$ cat src/rtl/mem_arb_pkg.sv
// Shared types and helpers for the unified memory port arbiter.
// Imported by the arbiter top and its byte-merge datapath.
package mem_arb_pkg;

    typedef enum logic [0:0] {
        IDLE      = 1'b0,
        RMW_WRITE = 1'b1
    } arb_state_t;

    localparam int          WORD_W     = 32;
    localparam int          BE_W       = WORD_W / 8;
    localparam logic [3:0]  BE_FULL    = 4'hF;
    localparam logic [31:0] ALIGN_MASK = 32'hFFFF_FFFC;

    function automatic logic [WORD_W-1:0] byte_merge(
        input logic [WORD_W-1:0] old_w,
        input logic [WORD_W-1:0] new_w,
        input logic [BE_W-1:0]   be
    );
        logic [WORD_W-1:0] res;
        res = old_w;
        for (int i = 0; i < BE_W; i++) begin
            if (be[i]) begin
                res[8*i +: 8] = new_w[8*i +: 8];
            end
        end
        return res;
    endfunction

endpackage

$ cat src/rtl/mem_byte_merge.sv
// Per-lane merge of store data into the word read back from memory.
// Lanes with be set take the new data, the rest keep the old word.
module mem_byte_merge
    import mem_arb_pkg::*;
#(
    parameter int DATA_W = 32
) (
    input  logic [DATA_W-1:0]   old_i,
    input  logic [DATA_W-1:0]   new_i,
    input  logic [DATA_W/8-1:0] be_i,
    output logic [DATA_W-1:0]   merged_o
);

    for (genvar i = 0; i < DATA_W / 8; i++) begin : g_lane
        assign merged_o[8*i +: 8] = be_i[i] ? new_i[8*i +: 8]
                                            : old_i[8*i +: 8];
    end

endmodule

$ cat src/rtl/mem_port_arbiter.sv
// Arbitrates the single memory port between fetch and load/store,
// with a fetch starvation bound and read-modify-write partial stores.
module mem_port_arbiter
    import mem_arb_pkg::*;
#(
    parameter int ADDR_W   = 32,
    parameter int DATA_W   = 32,
    parameter int MAX_WAIT = 4
) (
    input  logic                clk,
    input  logic                reset_n,
    input  logic                if_req,
    input  logic [ADDR_W-1:0]   if_addr,
    output logic                if_gnt,
    output logic                if_rvalid,
    output logic [DATA_W-1:0]   if_rdata,
    input  logic                d_req,
    input  logic                d_we,
    input  logic [DATA_W/8-1:0] d_be,
    input  logic [ADDR_W-1:0]   d_addr,
    input  logic [DATA_W-1:0]   d_wdata,
    output logic                d_gnt,
    output logic                d_rvalid,
    output logic [DATA_W-1:0]   d_rdata,
    output logic [ADDR_W-1:0]   mem_addr,
    output logic                mem_we,
    output logic [DATA_W-1:0]   mem_wdata,
    input  logic [DATA_W-1:0]   mem_rdata
);

    localparam int CNT_W = $clog2(MAX_WAIT + 1);
    localparam int NBE   = DATA_W / 8;
    localparam logic [CNT_W-1:0] MAX_CNT = CNT_W'(MAX_WAIT);

    arb_state_t        state_q, state_d;
    logic [CNT_W-1:0]  starve_q, starve_d;
    logic              if_rvalid_q, if_rvalid_d;
    logic              d_rvalid_q, d_rvalid_d;
    logic [DATA_W-1:0] if_rdata_q, if_rdata_d;
    logic [DATA_W-1:0] d_rdata_q, d_rdata_d;
    logic [DATA_W-1:0] merge_q, merge_d;
    logic [ADDR_W-1:0] addr_q, addr_d;

    logic              in_rmw;
    logic              gnt_ok;
    logic              d_win;
    logic              be_full;
    logic              be_none;
    logic              full_wr;
    logic              partial;
    logic [ADDR_W-1:0] if_addr_al;
    logic [ADDR_W-1:0] d_addr_al;
    logic [DATA_W-1:0] merged;

    mem_byte_merge #(
        .DATA_W (DATA_W)
    ) u_merge (
        .old_i    (mem_rdata),
        .new_i    (d_wdata),
        .be_i     (d_be),
        .merged_o (merged)
    );

    assign if_addr_al = {if_addr[ADDR_W-1:2], 2'b00};
    assign d_addr_al  = {d_addr[ADDR_W-1:2], 2'b00};
    assign be_full    = (d_be == {NBE{1'b1}});
    assign be_none    = (d_be == '0);
    assign in_rmw     = (state_q == RMW_WRITE);

    // Grants are suppressed combinationally while reset is held.
    assign gnt_ok  = reset_n && !in_rmw;
    assign d_win   = d_req && !(if_req && starve_q == MAX_CNT);
    assign d_gnt   = gnt_ok && d_win;
    assign if_gnt  = gnt_ok && if_req && !d_win;
    assign full_wr = d_gnt && d_we && be_full;
    assign partial = d_gnt && d_we && !be_full && !be_none;

    always_comb begin
        mem_addr  = if_addr_al;
        mem_wdata = '0;
        if (in_rmw) begin
            mem_addr  = addr_q;
            mem_wdata = merge_q;
        end else if (d_gnt) begin
            mem_addr = d_addr_al;
            if (full_wr) begin
                mem_wdata = d_wdata;
            end
        end
    end

    assign mem_we = reset_n && (in_rmw || full_wr);

    always_comb begin
        state_d     = IDLE;
        merge_d     = merge_q;
        addr_d      = addr_q;
        if_rvalid_d = if_gnt;
        if_rdata_d  = if_gnt ? mem_rdata : if_rdata_q;
        d_rvalid_d  = (d_gnt && !partial) || in_rmw;
        d_rdata_d   = (d_gnt && !d_we) ? mem_rdata : d_rdata_q;
        starve_d    = '0;
        if (partial) begin
            state_d = RMW_WRITE;
            merge_d = merged;
            addr_d  = d_addr_al;
        end
        if (if_req && !if_gnt) begin
            starve_d = (starve_q == MAX_CNT) ? starve_q
                                             : starve_q + CNT_W'(1);
        end
    end

    always_ff @(posedge clk or negedge reset_n) begin
        if (!reset_n) begin
            state_q     <= IDLE;
            starve_q    <= '0;
            if_rvalid_q <= 1'b0;
            d_rvalid_q  <= 1'b0;
            if_rdata_q  <= '0;
            d_rdata_q   <= '0;
            merge_q     <= '0;
            addr_q      <= '0;
        end else begin
            state_q     <= state_d;
            starve_q    <= starve_d;
            if_rvalid_q <= if_rvalid_d;
            d_rvalid_q  <= d_rvalid_d;
            if_rdata_q  <= if_rdata_d;
            d_rdata_q   <= d_rdata_d;
            merge_q     <= merge_d;
            addr_q      <= addr_d;
        end
    end

    assign if_rvalid = if_rvalid_q;
    assign if_rdata  = if_rdata_q;
    assign d_rvalid  = d_rvalid_q;
    assign d_rdata   = d_rdata_q;

endmodule

$ cat config.mk
export PLATFORM = sky130hd
export DESIGN_NAME = mem_port_arbiter
export DESIGN_NICKNAME = d
export VERILOG_FILES = /design/src/rtl/mem_arb_pkg.sv /design/src/rtl/mem_byte_merge.sv /design/src/rtl/mem_port_arbiter.sv
export SDC_FILE = /design/constraint.sdc
export NUM_CORES = 1
export LEC_CHECK = 0
export BUFFER_PORTS_ARGS = -buffer_cell sky130_fd_sc_hd__buf_4
export CORE_ASPECT_RATIO = 1.75
export CORE_MARGIN = 1
export CORE_UTILIZATION = 53
export DETAILED_ROUTE_END_ITERATION = 16
export PLACE_DENSITY = 0.86
export RECOVER_POWER = 50
export SYNTH_ARGS = -nofsm -noshare
export SYNTH_HDL_FRONTEND = slang
export SYNTH_SLANG_ARGS = --single-unit
$ cat constraint.sdc
create_clock -name clk -period 4.1 [get_ports clk]
set_input_delay 0.82 -clock clk [delete_from_list [all_inputs] [get_ports clk]]
set_output_delay 0.82 -clock clk [all_outputs]
set_load 0.005 [all_outputs]
==> results.json, run 1 <==
{
  "dr.first_iter.drc_count": 181,
  "dr.pass1.iters": 4,
  "final_cell_mix": "205 x buf_4, 131 x dfrtp_1, 90 x mux2_2",
  "port_buffers": 263,
  "synth-seq-cells": 132,
  "post_dp_cell_area_um2": 8597,
  "postRouteAntennaNets": 0,
  "rows": 53,
  "wirelength_mm": 18.42,
  "synth_edf_count": 0,
  "cts.sinks": 132,
  "multiInputGateArea_um2": 3013,
  "post_drt_wl_per_cell_um": 20.86,
  "required_ns": 3.28,
  "layout_commonest_cell": "buf_4",
  "violations": "capacitance limit, slew limit",
  "finalSetupViolations": 0,
  "slowest_stage": "buf_4",
  "end_kind": "output pin",
  "cp_data_arrival_time_ns": 2.50,
  "final_area_um2": 9116,
  "crit_top_cell": "buf_4",
  "dp.cells": 852,
  "clock_skew_ns": 0.01115,
  "place.gp.congestion": 0.7922,
  "crit_type": "input pin to output pin",
  "worstPathCellList": "clkbuf_1 -> buf_4 -> nand2b_1 -> a211oi_4 -> buf_4",
  "status": "finished, violations left",
  "drv_cap": 1,
  "clk_pin_slew_ns": 0.05,
  "die-area_um2": 12920,
  "die_h_um": 149.6,
  "syn_area_um2": 6599,
  "post-route-min-period_ns": 3.317,
  "crit_fanout": 57,
  "worst_pin_slew_ns": 1.840,
  "core_area_um2": 12070,
  "rsz0062_at_grt": "no",
  "vdd_ir_drop_max_mv": 0.3222,
  "postCtsSetupRepairBufs": 0,
  "hold_viol": 0,
  "whs_ns": 0.2717,
  "final_nets": 845,
  "fill_cells": 825,
  "maxSlewHeadroom_pct": -22.64,
  "p_leak_nw": 4.307,
  "seq_area_frac_synth_pct": 50.06,
  "max_stage_delay_ns": 0.64,
  "powerDensity_nw_per_um2": 460.5,
  "slew_violations": 77,
  "period_share_pct": 80.91,
  "worstSkewPairLatency_ns": 0.41,
  "place_hpwl_mm": 12.99,
  "drc_errors": 0,
  "clock_path_buffers": 2,
  "ctsResizeCount": 0,
  "ctsRootBufferMaster": "clkbuf_16",
  "grt_pass1_vias": 5279,
  "fmax_mhz": 301.5,
  "crit_buf_inv": 3,
  "cts_tree": "built",
  "drive_above_1_share_pct": 62.26,
  "n_antenna_cell": 0,
  "grt_overflow": 0,
  "ios": 270,
  "ys.flop_type": "dfrtp_1",
  "grt_max_degree": 77,
  "areaGrowthSynthToFinish_pct": 38.15,
  "initial_core_util_pct": 54.68,
  "vias_per_cell": 5.593,
  "cts_buffers": 17,
  "yosys_warnings": 0,
  "antenna_found_initial": 0,
  "seq_area_um2": 3304,
  "ys_types": 33,
  "fin_tns_setup_ns": 0,
  "final_cell_count_no_fill": 883,
  "grt_pass1_wl_mm": 27.97,
  "synth_cells": 449,
  "cts_max_level": 4,
  "crit_path_start_kind": "input pin",
  "track_usage_pct": 28.97,
  "synthArstFlopShare_pct": 100.0,
  "ctsHoldBuffers": 0,
  "min_path_type": "input pin to async pin",
  "via_count": 4939,
  "avgSynthCellArea_um2": 14.70,
  "crit_family": "buffers and inverters",
  "die_w_um": 86.35
}
-- Yosys cell counts, types with 2 or more instances --
cell         n  area (µm²)
nand2_1      3       11.26
buf_4        8       60.06
ha_1         2       25.02
mux2_2      90        1013
buf_12       6       120.1
a221o_1     30       300.3
buf_6        3       33.78
buf_2        7       35.03
mux2_4      58       870.8
nor2_1       2       7.510
and2_1      30       187.7
nand3b_1     2       15.01
mux2_1      10       112.6
nand3_1      3       15.01
a22o_1      32       280.3
dfrtp_1    132        3303
inv_1        3       11.26
clkbuf_1    12       45.04
o2111ai_1    2       17.52
-- worst reg2reg max path, stage by stage (launching register included) --
cell and delay [ns]:
dfrtp_2 0.55, nand4b_1 0.23, and4bb_4 0.80, buf_4 0.47, mux2_4 0.35
-- layer usage --
| layer | GRT usage (%) | wire, µm | vias to the layer above |
|---|---|---|---|
| li1 | - | - | 2193 |
| met1 | 31.76 | 6635 | 2501 |
| met2 | 52.54 | 10270 | 191 |
| met3 | 5.847 | 796 | 54 |
| met4 | 13.92 | 720 | 0 |
| met5 | 0 | 0 | - |
-- sequential cells by signal, indices dropped and copies added (netlist names) --
| signal | count |
|---|---|
| in_rmw | 1 |
| if_rdata | 32 |
| d_rdata | 32 |
| starve_q | 3 |
| d_rvalid | 1 |
| addr_q | 30 |
| if_rvalid | 1 |
| merge_q | 32 |
-- power by group --
group          total (W)  switching (W)  internal [W]
Clock            0.00145       0.000543      0.000902
Sequential       0.00176       0.000166       0.00160
Combinational   0.000990       0.000345      0.000645
Total            0.00420        0.00105       0.00314
-- cell type report --
cell class	count	share of cell area, %
well taps	165	2.265
flip-flops and latches	132	36.25
clock buffers	21	4.941
repair buffers	273	22.18
clock inverters	10	1.194
multi-input cells	279	33.05
inverters	3	0.1235
-- stage by stage --
step	total power, W	utilization (%)	setup WS [ns]
final	0.004198	75.53	0.7827
after CTS	0.004253	75.87	0.8034
after floorplan	0.002252	-	1.398
after global placement	0.002735	71.23	0.9786
after detailed placement	0.002794	71.23	0.8950
after global routing	0.004370	75.53	0.5672
-- worst paths after layout --
kind / from / to / slack [ns] / cells after the start
setup / recovery: reset_n / if_gnt / 0.78 / 5
setup reg to reg: in_rmw / addr_q[21] / 1.57 / 4
min in group clk: if_rdata[7] / if_rdata[7] / 0.49 / 1
hold reg to reg: if_rdata[7] / if_rdata[7] / 0.49 / 1
hold / removal: reset_n / in_rmw / 0.27 / 1
max in group asynchronous: reset_n / if_rdata[8] / 1.77 / 2
-- cells by family after synthesis --
logic type	after synthesis	share of synthesized area, %
muxes	158	30.26
DFF	132	50.06
AOI/OAI and AO/OA	68	9.651
and+or+nand+nor	49	4.968
buffers and inverters	39	4.626
adders and majority gates	2	0.3792
other	1	0.05683
Power figures use the tool's default switching activity.
==> run 2, diff against run 1 <==
--- a/config.mk
+++ b/config.mk
@@ -8,9 +8,9 @@
 export BUFFER_PORTS_ARGS = -buffer_cell sky130_fd_sc_hd__buf_4
 export CORE_ASPECT_RATIO = 1.75
 export CORE_MARGIN = 1
-export CORE_UTILIZATION = 53
+export CORE_UTILIZATION = 49
 export DETAILED_ROUTE_END_ITERATION = 16
-export PLACE_DENSITY = 0.86
+export PLACE_DENSITY = 0.8
 export RECOVER_POWER = 50
 export SYNTH_ARGS = -nofsm -noshare
 export SYNTH_HDL_FRONTEND = slang
==> constraint.sdc (replaced) <==
create_clock -name clk -period 3.1 [get_ports clk]
set_input_delay 0.62 -clock clk [delete_from_list [all_inputs] [get_ports clk]]
set_output_delay 0.62 -clock clk [all_outputs]
set_load 0.005 [all_outputs]
==> run 2 against run 1 <==
Net effect: the flow now finishes without violations; count of clock-buffer cells in the layout is 2 lower; clock power up 39%; first-iteration DRC count rose by 1.1%; combinational power is 30% higher; critical path depth increased by 2; largest cell class unchanged.
==> results.json, run 2 (synthesis gave the netlist of run 1 again) <==
{
  "status": "finished, final reports clean",
  "cts_max_level": 4,
  "r2r_start": "in_rmw",
  "fill_cells": 927,
  "p_leak_nw": 4.317,
  "rows": 55,
  "cts_buffers": 17,
  "drv_cap": 0,
  "fmax_mhz": 339.7,
  "dr.first_iter.drc_count": 183,
  "clock_skew_ns": 0.008158,
  "rsz0062_at_grt": "no",
  "cp_data_arrival_time_ns": 2.32,
  "hold_viol": 0,
  "ios": 270,
  "crit_type": "flip-flop to output pin",
  "n_antenna_cell": 0,
  "grt_overflow": 0,
  "fin_tns_setup_ns": 0,
  "place_hpwl_mm": 12.85,
  "drc_errors": 0,
  "cts_tree": "built",
  "end_kind": "output pin",
  "crit_buf_inv": 3,
  "crit_family": "simple AND/OR/NAND/NOR gates",
  "worst_pin_slew_ns": 1.141,
  "crit_path_start_kind": "flip-flop",
  "vdd_ir_drop_max_mv": 0.4127,
  "dr.pass1.iters": 4,
  "postCtsSetupRepairBufs": 0,
  "vias_per_cell": 5.483,
  "die-area_um2": 13950,
  "regToRegSetupSlack_ns": 0.82,
  "critical_path_depth": 7,
  "worstPathCellList": "inv_1 -> ha_1 -> and3_1 -> nor4b_4 -> buf_6 -> a22o_1 -> buf_4",
  "grt_pass1_wl_mm": 27.54,
  "die_h_um": 155.5,
  "worstSkewPairLatency_ns": 0.41,
  "die_w_um": 89.73,
  "via_count": 4891,
  "maxSlewHeadroom_pct": 23.93,
  "crit_start": "starve_q[0]",
  "ctsRootBufferMaster": "clkbuf_16",
  "final_nets": 848,
  "reg2regPathDepth": 4,
  "post-route-min-period_ns": 2.944,
  "clock_path_buffers": 2,
  "post-route-util_pct": 70.54,
  "slew_violations": 0,
  "wirelength_mm": 17.71,
  "grt_max_degree": 66,
  "clk_pin_slew_ns": 0.06,
  "crit_fanout": 26,
  "postRouteAntennaNets": 0,
  "finalSetupViolations": 0,
  "rr_endpoint": "merge_q[31]",
  "min_path_type": "input pin to flip-flop",
  "layout_commonest_cell": "buf_4",
  "max_stage_delay_ns": 0.37,
  "crit_end": "mem_wdata[9]",
  "required_ns": 2.48,
  "period_share_pct": 94.97,
  "track_usage_pct": 25.46,
  "cts.sinks": 132,
  "post_drt_wl_per_cell_um": 19.85,
  "slowest_stage": "dfrtp_1",
  "final_cell_mix": "203 x buf_4, 131 x dfrtp_1, 90 x mux2_2",
  "powerDensity_nw_per_um2": 614.7,
  "drive_above_1_share_pct": 61.86,
  "areaGrowthSynthToFinish_pct": 39.04,
  "place.gp.congestion": 0.7745,
  "initial_core_util_pct": 50.74,
  "core_area_um2": 13010,
  "port_buffers": 263,
  "antenna_found_initial": 0,
  "grt_pass1_vias": 5171
}
-- run 2: how the worst min path moves through the flow --
| stage | startpoint | end | slack [ns] | depth (start not counted) |
|---|---|---|---|---|
| after floorplan | reset_n | addr_q[10] | 0.32 | 0 |
| after global placement | reset_n | starve_q[2] | 0.42 | 1 |
| after detailed placement | reset_n | starve_q[2] | 0.42 | 1 |
| after CTS | reset_n | merge_q[27] | 0.20 | 2 |
| after global routing | d_addr[30] | addr_q[30] | 0.44 | 2 |
| final | mem_rdata[11] | if_rdata[11] | 0.45 | 2 |
-- run 2: layout make-up --
type	instances	area [µm²]	area share, %
clock buffer	19	442.9	4.827
clock inverter	12	157.7	1.718
inverter	3	11.26	0.1227
multi-input combinational	279	3013	32.84
sequential	132	3304	36.02
tap	171	214.0	2.332
timing repair buffer	276	2032	22.15
-- run 2: per-stage QoR --
step	instances	setup slack (ns)	hold slack [ns]	power, W	instance area, µm²
finish	892	0.1559	0.4536	0.005640	9175
global route	892	0.02953	0.4387	0.005885	9175
CTS	892	0.07374	0.2007	0.005740	9234
detailed placement	860	0.4713	0.4185	0.003693	8623
global placement	860	0.4642	0.4161	0.003623	8623
floorplan	450	0.7984	0.3244	0.002979	6603
-- run 2: repair_timing --
item                                    4_1_cts  5_1_grt
resized for setup                             0        1
endpoints found under the setup margin        0       18
hold buffers                                  1        0
endpoints found under the hold margin         3        0
-- run 2: worst register-to-register path: stages, from the launching register on --
cell	delay, ns
dfrtp_2	0.56
nand4b_1	0.25
and4bb_4	0.64
buf_12	0.32
mux2_2	0.39
-- run 2: per-layer routing --
metal / vias to the layer above / global-route usage [%] / wire [µm]
met5: - / 0 / 0
met4: 0 / 12.72 / 735
met3: 45 / 5.425 / 747
met2: 173 / 46.59 / 9765
met1: 2470 / 27.60 / 6457
li1: 2203 / - / -
-- run 2: where the power goes --
part	switching, W	internal [W]	total, W
combinational	0.000447	0.000845	0.00129
sequential	0.000214	0.00211	0.00232
clock	0.000741	0.00128	0.00202
==> run 3, diff against run 2 <==
--- a/config.mk
+++ b/config.mk
@@ -5,6 +5,7 @@
 export SDC_FILE = /design/constraint.sdc
 export NUM_CORES = 1
 export LEC_CHECK = 0
+export ABC_AREA = 1
 export BUFFER_PORTS_ARGS = -buffer_cell sky130_fd_sc_hd__buf_4
 export CORE_ASPECT_RATIO = 1.75
 export CORE_MARGIN = 1
==> run 3 against run 2 <==
Net effect: maximum frequency increased by 6.3%; critical endpoint is now mem_addr[28]; critical path type unchanged; cell count increased by 44%; global-route usage increased by 3.6 points; clock skew increased by 0.0041 ns.
==> results.json, run 3 <==
{
  "status": "finished, final reports clean",
  "port_buffers": 263,
  "p_sw_share_pct": 28.18,
  "finalSetupViolations": 0,
  "grt_overflow": 0,
  "multiInputGateArea_um2": 2698,
  "dr.first_iter.drc_count": 279,
  "fill_cells": 1124,
  "ys_types": 23,
  "fmax_mhz": 361.0,
  "drc_errors": 0,
  "p_int_w": 0.003891,
  "synth-seq-cells": 132,
  "ys.flop_type": "dfrtp_1",
  "clock_path_buffers": 2,
  "clk_pin_slew_ns": 0.06,
  "dr.pass1.iters": 4,
  "post-route-util_pct": 69.90,
  "worst_pin_slew_ns": 1.303,
  "post-route-min-period_ns": 2.770,
  "postCtsSetupRepairBufs": 0,
  "final_area_um2": 9044,
  "seq_area_um2": 3304,
  "final_nets": 1239,
  "avgSynthCellArea_um2": 7.542,
  "final_cell_mix": "382 x nand2_1, 205 x buf_4, 131 x dfrtp_1",
  "postRouteAntennaNets": 0,
  "maxSlewHeadroom_pct": 13.13,
  "post_drt_wl_per_cell_um": 15.29,
  "p_sw_w": 0.001527,
  "crit_type": "flip-flop to output pin",
  "ios": 270,
  "grt_pass1_vias": 6316,
  "slew_violations": 0,
  "seqPwrFrac_pct": 41.7,
  "initial_core_util_pct": 50.31,
  "drive_above_1_share_pct": 27.22,
  "synth_edf_count": 0,
  "via_count": 6562,
  "antenna_found_initial": 0,
  "drv_cap": 0,
  "layout_commonest_cell": "nand2_1",
  "synthArstFlopShare_pct": 100.0,
  "areaGrowthSynthToFinish_pct": 38.95,
  "seq_area_frac_synth_pct": 50.75,
  "p_total_w": 0.005417,
  "crit_buf_inv": 3,
  "p_leak_nw": 4.975,
  "min_path_type": "input pin to async pin",
  "worstSkewPairLatency_ns": 0.41,
  "rows": 55,
  "ctsResizeCount": 0,
  "fin_tns_setup_ns": 0,
  "max_stage_delay_ns": 0.39,
  "cts_buffers": 17,
  "die_w_um": 89.12,
  "place_hpwl_mm": 13.54,
  "cp_data_arrival_time_ns": 2.15,
  "powerDensity_nw_per_um2": 599.0,
  "slowest_stage": "nor2_4",
  "rsz0062_at_grt": "no",
  "crit_path_start_kind": "flip-flop",
  "ctsHoldBuffers": 0,
  "vdd_ir_drop_max_mv": 0.4827,
  "synth_common_cells": "382 x nand2_1, 132 x dfrtp_1, 126 x nand3_1, 58 x o21ai_0, 42 x inv_1",
  "grt_max_degree": 70,
  "yosysMostFrequentCell": "nand2_1",
  "final_cell_count_no_fill": 1284,
  "crit_fanout": 17,
  "netlist.area_leader.share_pct": 50.75,
  "hold_viol": 0,
  "grt_pass1_wl_mm": 30.55,
  "post_dp_cell_area_um2": 8499,
  "cts.sinks": 132,
  "track_usage_pct": 29.02,
  "dp.cells": 1252,
  "end_kind": "output pin",
  "p_clk_share_pct": 38.2,
  "syn_area_um2": 6509,
  "ctsRootBufferMaster": "clkbuf_16",
  "synth.top_cells.by_area": "dfrtp_1 51%, nand2_1 22%, nand3_1 9.7%, o21ai_0 4.5%, o21ai_1 3.1%",
  "worstPathCellList": "inv_1 -> ha_1 -> nand3_1 -> nand2_1 -> nor2_4 -> buf_12 -> nand2_1 -> nand3_1 -> buf_4",
  "core_area_um2": 12940,
  "crit_family": "simple AND/OR/NAND/NOR gates",
  "clock_skew_ns": 0.01223,
  "cts_max_level": 4,
  "place.gp.congestion": 0.8237,
  "die-area_um2": 13770,
  "synth_cells": 863,
  "required_ns": 2.48,
  "synth_area_leader_cell": "dfrtp_1",
  "wirelength_mm": 19.63,
  "vias_per_cell": 5.111,
  "cts_tree": "built",
  "period_share_pct": 89.37,
  "p_comb_share_pct": 20.2,
  "yosys_warnings": 0,
  "die_h_um": 154.5,
  "n_antenna_cell": 0
}
-- run 3: cell count changes after synthesis, sizes merged, moves of 20 or more --
cell / previous run / this run
and2: 30 / 0
buf: 24 / 44
inv: 3 / 44
o21ai: 1 / 98
a221o: 30 / 0
nand2: 3 / 385
nand3: 3 / 127
a22o: 32 / 0
mux2: 158 / 0
-- run 3: final cells by class --
type / instances / area share (%)
Inverter: 44 / 1.826
Timing Repair Buffer: 278 / 22.74
Multi-Input combinational cell: 627 / 29.83
Clock buffer: 19 / 4.787
Clock inverter: 13 / 1.909
Tap cell: 171 / 2.366
Sequential cell: 132 / 36.54
-- run 3: worst reg2reg max path, stage by stage (launching register included) --
cell and delay (ns):
dfrtp_1 0.35, inv_1 0.07, ha_1 0.21, nand3_1 0.15
nand2_1 0.13, nand2_1 0.17, clkbuf_1 0.98, o21ai_0 0.24
-- run 3: power groups by stage --
stage	clock network, W	registers, W	logic [W]
after detailed placement	0	0.00228	0.00114
after CTS	0.00208	0.00226	0.00115
after global placement	0	0.00227	0.00111
final	0.00207	0.00226	0.00109
after global routing	0.00216	0.00230	0.00123
after floorplan	0	0.00227	0.000489
-- run 3: logic make-up after synthesis --
family,after synthesis,synth area share [%]
other cells,1,0.05761
flops,132,50.75
fa+ha+maj,2,0.3844
buf+inv,105,7.862
xor+xnor,1,0.1346
compound gates,100,7.689
simple gates,522,33.12
-- run 3: routing by layer --
layer  GRT usage (%)  vias up  share of wire (%)  wire [µm]
met5               0        -                  0          0
met4           16.33        0                4.6        905
met3           5.550       64                5.1       1007
met2           49.84      222                 52      10240
met1           32.86     3056                 38       7477
li1                -     3220                  -          -
-- run 3: path summary, 6_finish.rpt --
path                                 to  slack, ns  cells past startpoint   startpoint
min reg2reg                  merge_q[2]       0.47                      2   merge_q[2]
max                        mem_addr[28]       0.33                      9  starve_q[0]
max reg2reg                if_rdata[28]       0.64                      7  starve_q[0]
min                        if_rdata[28]       0.04                      1      reset_n
min in group clk              addr_q[5]       0.45                      3    d_addr[5]
max in group asynchronous        in_rmw       0.58                      3      reset_n
-- run 3: through the flow --
step           setup slack, ns  hold WS [ns]
2_1_floorplan            1.007        0.3244
3_3_place_gp            0.5059        0.4532
3_5_place_dp            0.4749        0.4582
4_1_cts                 0.2846       0.03812
5_1_grt                 0.1388       0.03778
6_report                0.3295       0.04163
